### src/rtl/e_port_alloc_ctrl_if.sv
// ---------------------------------------------------------------------------
// e_port_alloc_ctrl_if
// Bundle between the four input buffers (N, S, W, L), the east link credit
// return and the east-port allocator.
//
// Signals
//   <p>_req_i            head flit valid in input buffer <p>
//   <p>_nexthop_addr_i   head flit next-hop code (000 N, 001 S, 010 W, 011 E, 100 L)
//   <p>_tail_i           head flit is the packet tail
//   e_credit_return_i    downstream east buffer freed one slot
//   e_alloc_to_cs_o      crossbar select (winner code, 111 when idle)
//   e_alloc_grant_<p>_o  registered one-hot grant
//   <p>_pop_o            dequeue head flit of buffer <p> this cycle
//   e_flit_valid_o       a flit crosses to east this cycle
//   e_credits_o          current credit count
//   e_credit_err_o       sticky credit overflow flag
//   e_timeout_o          watchdog release pulse
//
// Modports
//   master : buffers / link side (drives requests, sees grants and pops)
//   slave  : allocator side
// ---------------------------------------------------------------------------
interface e_port_alloc_ctrl_if #(
  parameter int CREDIT_W = 3
);
  logic                n_req_i;
  logic                s_req_i;
  logic                w_req_i;
  logic                l_req_i;
  logic [2:0]          n_nexthop_addr_i;
  logic [2:0]          s_nexthop_addr_i;
  logic [2:0]          w_nexthop_addr_i;
  logic [2:0]          l_nexthop_addr_i;
  logic                n_tail_i;
  logic                s_tail_i;
  logic                w_tail_i;
  logic                l_tail_i;
  logic                e_credit_return_i;

  logic [2:0]          e_alloc_to_cs_o;
  logic                e_alloc_grant_n_o;
  logic                e_alloc_grant_s_o;
  logic                e_alloc_grant_w_o;
  logic                e_alloc_grant_l_o;
  logic                n_pop_o;
  logic                s_pop_o;
  logic                w_pop_o;
  logic                l_pop_o;
  logic                e_flit_valid_o;
  logic [CREDIT_W-1:0] e_credits_o;
  logic                e_credit_err_o;
  logic                e_timeout_o;

  modport master (
    output n_req_i, s_req_i, w_req_i, l_req_i,
    output n_nexthop_addr_i, s_nexthop_addr_i, w_nexthop_addr_i, l_nexthop_addr_i,
    output n_tail_i, s_tail_i, w_tail_i, l_tail_i,
    output e_credit_return_i,
    input  e_alloc_to_cs_o,
    input  e_alloc_grant_n_o, e_alloc_grant_s_o, e_alloc_grant_w_o, e_alloc_grant_l_o,
    input  n_pop_o, s_pop_o, w_pop_o, l_pop_o,
    input  e_flit_valid_o, e_credits_o, e_credit_err_o, e_timeout_o
  );

  modport slave (
    input  n_req_i, s_req_i, w_req_i, l_req_i,
    input  n_nexthop_addr_i, s_nexthop_addr_i, w_nexthop_addr_i, l_nexthop_addr_i,
    input  n_tail_i, s_tail_i, w_tail_i, l_tail_i,
    input  e_credit_return_i,
    output e_alloc_to_cs_o,
    output e_alloc_grant_n_o, e_alloc_grant_s_o, e_alloc_grant_w_o, e_alloc_grant_l_o,
    output n_pop_o, s_pop_o, w_pop_o, l_pop_o,
    output e_flit_valid_o, e_credits_o, e_credit_err_o, e_timeout_o
  );
endinterface

### src/rtl/e_port_alloc_ctrl.sv
// ---------------------------------------------------------------------------
// e_port_alloc_ctrl
// Packet-level allocator for the router's east output port. Picks one of the
// N/S/W/L input buffers whose head flit targets east (round-robin between
// packets), holds the grant until the tail flit leaves, drives crossbar
// select and buffer pops, and tracks downstream credits so the east link
// never overflows.
//
// Ports
//   clk    clock
//   reset  synchronous, active-high reset
//   bus    e_port_alloc_ctrl_if.slave (requests, credits, grants, pops)
//
// Parameters
//   MAX_CREDITS     downstream east buffer depth (credit reset value/ceiling)
//   CREDIT_W        credit counter width
//   TIMEOUT_CYCLES  stall limit of the optional watchdog
//
// Build option
//   E_ALLOC_TIMEOUT_EN  adds a bubble watchdog that releases a stuck grant;
//                       without it the grant is held indefinitely and
//                       e_timeout_o is tied low.
//
// State | meaning
// ------+-------------------------------------------------------------
// IDLE  | no grant; arbitrate among eligible requesters this cycle
// BUSY  | grant held; pop flits of the winner while credits allow
// ---------------------------------------------------------------------------
module e_port_alloc_ctrl #(
  parameter int MAX_CREDITS    = 4,
  parameter int CREDIT_W       = 3,
  parameter int TIMEOUT_CYCLES = 16
) (
  input logic                 clk,
  input logic                 reset,
  e_port_alloc_ctrl_if.slave  bus
);

  localparam logic [0:0] ST_IDLE = 1'b0;
  localparam logic [0:0] ST_BUSY = 1'b1;

  localparam logic [2:0] CS_IDLE = 3'b111;
  localparam logic [2:0] NH_EAST = 3'b011;

  localparam logic [CREDIT_W-1:0] CRED_MAX = CREDIT_W'(MAX_CREDITS);
  localparam logic [CREDIT_W-1:0] CRED_ONE = CREDIT_W'(1);

  // Elaboration-time sanity check; the block is pruned for legal values.
  if (MAX_CREDITS < 1 || MAX_CREDITS > (2 ** CREDIT_W) - 1 || TIMEOUT_CYCLES < 1)
  begin : g_param_check
    $error("e_port_alloc_ctrl: CREDIT_W cannot hold MAX_CREDITS or TIMEOUT_CYCLES < 1");
  end

  // Requester index: 0 N, 1 S, 2 W, 3 L (also the round-robin order).
  function automatic logic [2:0] port_code(input logic [1:0] idx);
    logic [2:0] code;
    case (idx)
      2'd0:    code = 3'b000;
      2'd1:    code = 3'b001;
      2'd2:    code = 3'b010;
      default: code = 3'b100;
    endcase
    return code;
  endfunction

  logic [3:0]          req;
  logic [3:0]          tail;
  logic [3:0]          elig;
  logic [2:0]          nexthop [4];

  logic [0:0]          state_q;
  logic [3:0]          grant_q;
  logic [1:0]          win_q;
  logic [1:0]          ptr_q;
  logic [2:0]          cs_q;
  logic [CREDIT_W-1:0] credits_q;
  logic                err_q;

  logic                arb_found;
  logic [1:0]          arb_idx;
  logic [1:0]          cand;
  logic                cur_req;
  logic                cur_tail;
  logic                transfer;
  logic [3:0]          pop_vec;
  logic                credit_ret;
  logic                timeout_fire;

  assign req  = {bus.l_req_i, bus.w_req_i, bus.s_req_i, bus.n_req_i};
  assign tail = {bus.l_tail_i, bus.w_tail_i, bus.s_tail_i, bus.n_tail_i};
  assign nexthop[0] = bus.n_nexthop_addr_i;
  assign nexthop[1] = bus.s_nexthop_addr_i;
  assign nexthop[2] = bus.w_nexthop_addr_i;
  assign nexthop[3] = bus.l_nexthop_addr_i;
  assign credit_ret = bus.e_credit_return_i;

  always_comb begin
    for (int i = 0; i < 4; i++) begin
      elig[i] = req[i] && (nexthop[i] == NH_EAST);
    end
  end

  // First eligible requester scanning cyclically from the pointer.
  always_comb begin
    arb_found = 1'b0;
    arb_idx   = ptr_q;
    cand      = ptr_q;
    for (int k = 0; k < 4; k++) begin
      cand = ptr_q + 2'(k);
      if (!arb_found && elig[cand]) begin
        arb_found = 1'b1;
        arb_idx   = cand;
      end
    end
  end

  assign cur_req  = req[win_q];
  assign cur_tail = tail[win_q];

  // Pops are gated by reset so nothing leaves a buffer in the reset cycle.
  assign transfer = !reset && (state_q == ST_BUSY) && cur_req && (credits_q != '0);
  assign pop_vec  = transfer ? (4'b0001 << win_q) : 4'b0000;

`ifdef E_ALLOC_TIMEOUT_EN
  localparam int STALL_W = $clog2(TIMEOUT_CYCLES + 1);

  logic [STALL_W-1:0] stall_q;
  logic               timeout_q;
  logic               bubble;

  // Only empty-buffer bubbles count; credit stalls are the link's problem.
  assign bubble       = !reset && (state_q == ST_BUSY) && !cur_req;
  assign timeout_fire = bubble && (stall_q == STALL_W'(TIMEOUT_CYCLES - 1));

  always_ff @(posedge clk) begin
    if (reset) begin
      stall_q   <= '0;
      timeout_q <= 1'b0;
    end else begin
      timeout_q <= timeout_fire;
      if (state_q == ST_IDLE || transfer || timeout_fire) begin
        stall_q <= '0;
      end else if (bubble) begin
        stall_q <= stall_q + STALL_W'(1);
      end
    end
  end

  assign bus.e_timeout_o = timeout_q;
`else
  assign timeout_fire    = 1'b0;
  assign bus.e_timeout_o = 1'b0;
`endif

  always_ff @(posedge clk) begin
    if (reset) begin
      state_q <= ST_IDLE;
      grant_q <= 4'b0000;
      win_q   <= 2'd0;
      ptr_q   <= 2'd0;
      cs_q    <= CS_IDLE;
    end else if (state_q == ST_IDLE) begin
      if (arb_found) begin
        state_q <= ST_BUSY;
        grant_q <= 4'b0001 << arb_idx;
        win_q   <= arb_idx;
        cs_q    <= port_code(arb_idx);
      end
    end else begin
      if ((transfer && cur_tail) || timeout_fire) begin
        state_q <= ST_IDLE;
        grant_q <= 4'b0000;
        cs_q    <= CS_IDLE;
        ptr_q   <= win_q + 2'd1;
      end
    end
  end

  // Pop and return together cancel; a return at the ceiling is an overflow.
  always_ff @(posedge clk) begin
    if (reset) begin
      credits_q <= CRED_MAX;
      err_q     <= 1'b0;
    end else if (transfer && !credit_ret) begin
      credits_q <= credits_q - CRED_ONE;
    end else if (!transfer && credit_ret) begin
      if (credits_q == CRED_MAX) begin
        err_q <= 1'b1;
      end else begin
        credits_q <= credits_q + CRED_ONE;
      end
    end
  end

  assign bus.e_alloc_to_cs_o   = cs_q;
  assign bus.e_alloc_grant_n_o = grant_q[0];
  assign bus.e_alloc_grant_s_o = grant_q[1];
  assign bus.e_alloc_grant_w_o = grant_q[2];
  assign bus.e_alloc_grant_l_o = grant_q[3];
  assign bus.n_pop_o           = pop_vec[0];
  assign bus.s_pop_o           = pop_vec[1];
  assign bus.w_pop_o           = pop_vec[2];
  assign bus.l_pop_o           = pop_vec[3];
  assign bus.e_flit_valid_o    = transfer;
  assign bus.e_credits_o       = credits_q;
  assign bus.e_credit_err_o    = err_q;

endmodule

### src/flat_wrapper.sv
// flat-port wrapper written by rule: the top's interface ports become plain ports
module e_port_alloc_ctrl_flat 
#(
  parameter int MAX_CREDITS    = 4,
  parameter int CREDIT_W       = 3,
  parameter int TIMEOUT_CYCLES = 16
)
  (clk, reset, bus_n_req_i, bus_s_req_i, bus_w_req_i, bus_l_req_i, bus_n_nexthop_addr_i, bus_s_nexthop_addr_i, bus_w_nexthop_addr_i, bus_l_nexthop_addr_i, bus_n_tail_i, bus_s_tail_i, bus_w_tail_i, bus_l_tail_i, bus_e_credit_return_i, bus_e_alloc_to_cs_o, bus_e_alloc_grant_n_o, bus_e_alloc_grant_s_o, bus_e_alloc_grant_w_o, bus_e_alloc_grant_l_o, bus_n_pop_o, bus_s_pop_o, bus_w_pop_o, bus_l_pop_o, bus_e_flit_valid_o, bus_e_credits_o, bus_e_credit_err_o, bus_e_timeout_o);
  e_port_alloc_ctrl_if #(.CREDIT_W(CREDIT_W)) bus_i ();
  input logic clk;
  input logic reset;
  input wire logic [$bits(bus_i.n_req_i)-1:0] bus_n_req_i;
  input wire logic [$bits(bus_i.s_req_i)-1:0] bus_s_req_i;
  input wire logic [$bits(bus_i.w_req_i)-1:0] bus_w_req_i;
  input wire logic [$bits(bus_i.l_req_i)-1:0] bus_l_req_i;
  input wire logic [$bits(bus_i.n_nexthop_addr_i)-1:0] bus_n_nexthop_addr_i;
  input wire logic [$bits(bus_i.s_nexthop_addr_i)-1:0] bus_s_nexthop_addr_i;
  input wire logic [$bits(bus_i.w_nexthop_addr_i)-1:0] bus_w_nexthop_addr_i;
  input wire logic [$bits(bus_i.l_nexthop_addr_i)-1:0] bus_l_nexthop_addr_i;
  input wire logic [$bits(bus_i.n_tail_i)-1:0] bus_n_tail_i;
  input wire logic [$bits(bus_i.s_tail_i)-1:0] bus_s_tail_i;
  input wire logic [$bits(bus_i.w_tail_i)-1:0] bus_w_tail_i;
  input wire logic [$bits(bus_i.l_tail_i)-1:0] bus_l_tail_i;
  input wire logic [$bits(bus_i.e_credit_return_i)-1:0] bus_e_credit_return_i;
  output wire logic [$bits(bus_i.e_alloc_to_cs_o)-1:0] bus_e_alloc_to_cs_o;
  output wire logic [$bits(bus_i.e_alloc_grant_n_o)-1:0] bus_e_alloc_grant_n_o;
  output wire logic [$bits(bus_i.e_alloc_grant_s_o)-1:0] bus_e_alloc_grant_s_o;
  output wire logic [$bits(bus_i.e_alloc_grant_w_o)-1:0] bus_e_alloc_grant_w_o;
  output wire logic [$bits(bus_i.e_alloc_grant_l_o)-1:0] bus_e_alloc_grant_l_o;
  output wire logic [$bits(bus_i.n_pop_o)-1:0] bus_n_pop_o;
  output wire logic [$bits(bus_i.s_pop_o)-1:0] bus_s_pop_o;
  output wire logic [$bits(bus_i.w_pop_o)-1:0] bus_w_pop_o;
  output wire logic [$bits(bus_i.l_pop_o)-1:0] bus_l_pop_o;
  output wire logic [$bits(bus_i.e_flit_valid_o)-1:0] bus_e_flit_valid_o;
  output wire logic [$bits(bus_i.e_credits_o)-1:0] bus_e_credits_o;
  output wire logic [$bits(bus_i.e_credit_err_o)-1:0] bus_e_credit_err_o;
  output wire logic [$bits(bus_i.e_timeout_o)-1:0] bus_e_timeout_o;
  assign bus_i.n_req_i = bus_n_req_i;
  assign bus_i.s_req_i = bus_s_req_i;
  assign bus_i.w_req_i = bus_w_req_i;
  assign bus_i.l_req_i = bus_l_req_i;
  assign bus_i.n_nexthop_addr_i = bus_n_nexthop_addr_i;
  assign bus_i.s_nexthop_addr_i = bus_s_nexthop_addr_i;
  assign bus_i.w_nexthop_addr_i = bus_w_nexthop_addr_i;
  assign bus_i.l_nexthop_addr_i = bus_l_nexthop_addr_i;
  assign bus_i.n_tail_i = bus_n_tail_i;
  assign bus_i.s_tail_i = bus_s_tail_i;
  assign bus_i.w_tail_i = bus_w_tail_i;
  assign bus_i.l_tail_i = bus_l_tail_i;
  assign bus_i.e_credit_return_i = bus_e_credit_return_i;
  assign bus_e_alloc_to_cs_o = bus_i.e_alloc_to_cs_o;
  assign bus_e_alloc_grant_n_o = bus_i.e_alloc_grant_n_o;
  assign bus_e_alloc_grant_s_o = bus_i.e_alloc_grant_s_o;
  assign bus_e_alloc_grant_w_o = bus_i.e_alloc_grant_w_o;
  assign bus_e_alloc_grant_l_o = bus_i.e_alloc_grant_l_o;
  assign bus_n_pop_o = bus_i.n_pop_o;
  assign bus_s_pop_o = bus_i.s_pop_o;
  assign bus_w_pop_o = bus_i.w_pop_o;
  assign bus_l_pop_o = bus_i.l_pop_o;
  assign bus_e_flit_valid_o = bus_i.e_flit_valid_o;
  assign bus_e_credits_o = bus_i.e_credits_o;
  assign bus_e_credit_err_o = bus_i.e_credit_err_o;
  assign bus_e_timeout_o = bus_i.e_timeout_o;
  e_port_alloc_ctrl #(.MAX_CREDITS(MAX_CREDITS), .CREDIT_W(CREDIT_W), .TIMEOUT_CYCLES(TIMEOUT_CYCLES)) u_core (.clk(clk), .reset(reset), .bus(bus_i));
endmodule
### config.mk
export PLATFORM = sky130hd
export DESIGN_NAME = e_port_alloc_ctrl_flat
export DESIGN_NICKNAME = d
export VERILOG_FILES = /design/src/rtl/e_port_alloc_ctrl_if.sv /design/src/rtl/e_port_alloc_ctrl.sv /design/src/flat_wrapper.sv
export SDC_FILE = /design/constraint.sdc
export NUM_CORES = 1
export LEC_CHECK = 0
export ABC_AREA = 0
export BUFFER_PORTS_ARGS = -buffer_cell sky130_fd_sc_hd__buf_2
export CAP_MARGIN = 10
export CORE_MARGIN = 4
export CORE_UTILIZATION = 50
export DETAILED_ROUTE_END_ITERATION = 12
export GPL_TIMING_DRIVEN = 0
export PLACE_DENSITY = 0.83
export SKIP_LAST_GASP = 1
export SYNTH_ARGS = -nofsm -noshare
export SYNTH_HDL_FRONTEND = slang
export SYNTH_SLANG_ARGS = --single-unit
### constraint.sdc
create_clock -name clk -period 4.01 [get_ports clk]
set_input_delay 0.802 -clock clk [delete_from_list [all_inputs] [get_ports clk]]
set_output_delay 0.802 -clock clk [all_outputs]
set_load 0.005 [all_outputs]
==> results.tsv <==
metric	value	unit
dpl-instance-area	0.00120	sq mm
fin_area	0.00124	sq mm
root_buffer	clkbuf_4	
numCtsBuffers	3	
status	complete, no violations	
ys_seq_area_share	32.7	%
ys_ff_latch	16	
num_io_pins	40	
critPathMaxStageDelay	460	ps
viasPerCell	5.34	
stdcell_count	176	
post-route-period-util	68.0	%
clock_latency	280	ps
tightest_slew	704	ps
row_count	15	
min_from	u_core.grant_q[3]	
drtIter0Drc	16	
area_growth	26.3	%
yosys_warnings	0	
crit_fanout	8	
num_vias	940	
synthTopCellsByCount	dfxtp_1, nor2_1, inv_1	
crit_slowest_cell	mux4_2	
crit_chain	buf_2, mux4_2, and4bb_4, and2_2, buf_2	
die_w	52.2	um
ir_drop	141	uV
setup_violations	0	
p_per_area	268	mW/mm^2
grt.total_usage	17.4	%
arrival	1920	ps
period_minus_slack	2730	ps
slew_violations	0	
hold_end	u_core.grant_q[3]	
reg2reg_slack	1410	ps
cpMostUsedCell	buf_2	
cts.sinks	16	
antenna_left	0	
rr_worst_depth	6	
hp-class	reg2reg	
async_reset_ff_share	0	%
end_kind	output port	
yosysMostFrequentCell	dfxtp_1	
htreeDepth	1	
path_clk_slew	90	ps
reg2reg_from	u_core.win_q[0]	
syn_area	978	sq um
critical_path_class	in2out	
grt_pass1_vias	883	
globalplace.congestion	0.724	
final_util	69.3	%
required	3210	ps
maxCapViolations	0	
synth_edf_count	0	
rsz0062_at_grt	no	
critPathTopFamily	multiplexers	
antenna_found_initial	0	
hpwl	1.81	mm
firstDrtPassIters	4	
io_buffer_count	38	
synth_top_area_share	32.7	%
ys.flop_type	dfxtp_1	
wire_per_inst	12.6	um
die-height	52.2	um
syn_nets	139	
ctsResizeCount	0	
fmax	367	MHz
crit_path_start_kind	input pin	
power.total	0.000332	W
fin_setup_tns	0	ps
cts_buffer_depth	2	
postCtsSetupBuffers	0	
nets	182	
synth_top_cell_by_area	dfxtp_1	
multiInputGateArea	596	sq um
drcViolationCount	0	
dieArea	0.00273	sq mm
worstSetupPathDepth	5	
relSlewSlack	52.4	%
initial_utilization	54.9	%
syn_avg_cell_area	8.98	sq um
placed_cells	172	
n_fill_cell	154	
fin_skew	1.49	ps
synthCells	109	
leakage	0.587	nW
totalWireLength	2.22	mm
finalHoldViolations	0	
drive_gt1_share	35.8	%
cts_tree	built	
grt_first_pass_wirelength	3.62	mm
critPathBufInv	2	
cts_hold_buf	0	
diodes	0	
r2r_end	u_core.bus.e_credits_o[2]	
holdPathStages	2	
grt_overflow_total	0	
register_area	320	sq um
grt_max_degree	11	
synthTopCellsByArea	dfxtp_1, ha_1, nor2_1, nand4b_1, inv_1	
core_area	0.00178	sq mm
synth_cell_types	40	
[state kept, by name, summed over array words and instances (netlist names)]
| register | count |
|---|---|
| u_core.bus.e_alloc_to_cs_o | 3 |
| u_core.bus.e_credit_err_o | 1 |
| u_core.bus.e_credits_o | 3 |
| u_core.grant_q | 4 |
| u_core.ptr_q | 2 |
| u_core.state_q | 1 |
| u_core.win_q | 2 |
[how the worst max path moves through the flow]
stage	start	end	slack [ps]
finish	bus_l_req_i	bus_n_pop_o	1280
global route	u_core.win_q[0]	bus_n_pop_o	1240
CTS	bus_l_req_i	bus_n_pop_o	1280
detailed placement	bus_l_req_i	u_core.bus.e_credits_o[2]	1130
global placement	bus_l_req_i	u_core.bus.e_credits_o[1]	1230
floorplan	bus_l_req_i	u_core.bus.e_credits_o[0]	1480
[tightest hold or removal path: stages, from the launching register on]
cell and delay [ps]:
dfxtp_1 320, nand4_1 60, o21ai_1 50
[cell type report]
| class | instances | share of cell area [%] |
|---|---|---|
| Buffer | 4 | 2.33 |
| Clock buffer | 4 | 2.94 |
| Inverter | 9 | 2.73 |
| Multi-Input combinational cell | 80 | 48.2 |
| Sequential cell | 16 | 25.9 |
| Tap cell | 25 | 2.53 |
| Timing Repair Buffer | 38 | 15.4 |
[layout by cell type (no fill, tap or decap), drive strengths merged, types with 2 or more instances in the layout]
cell type,count
nand2b,4
nor3,3
inv,9
nand4,3
buf,42
mux2i,2
ha,6
nand3,2
dfxtp,16
and2,5
clkbuf,4
nand4b,4
nand2,4
a21oi,6
nor2,12
o21ai,8
mux4,2
a32oi,2
[per-layer routing]
layer	global-route usage (%)	routed length, um	vias up
li1	-	-	473
met1	19.1	943	439
met2	34.5	1170	28
met3	1.71	110	0
met4	5.11	0	0
met5	0	0	-
[through the flow]
step	hold slack, ps	setup slack (ps)
after CTS	463	1280
after detailed placement	450	1130
final	462	1280
after global placement	449	1230
after floorplan	457	1480
after global routing	502	1240
[power breakdown]
group / switching, W / internal, W / leakage (nW) / total [W]
clock network: 0.0000494 / 0.0000552 / 0.0210 / 0.000105
registers: 0.00000474 / 0.000166 / 0.130 / 0.000171
logic: 0.0000276 / 0.0000287 / 0.435 / 0.0000563
[cell families after synthesis]
family	after synthesis	synth area share (%)
AO/OA/AOI/OAI	24	16.0
adder cells (fa/ha/maj)	7	9.72
other	1	0.383
buffers and inverters	13	6.39
AND/OR/NAND/NOR	43	26.9
flip-flops	16	32.7
multiplexers	4	7.03
XOR/XNOR	1	0.895
Note: power is estimated with default switching activity, not from simulation.
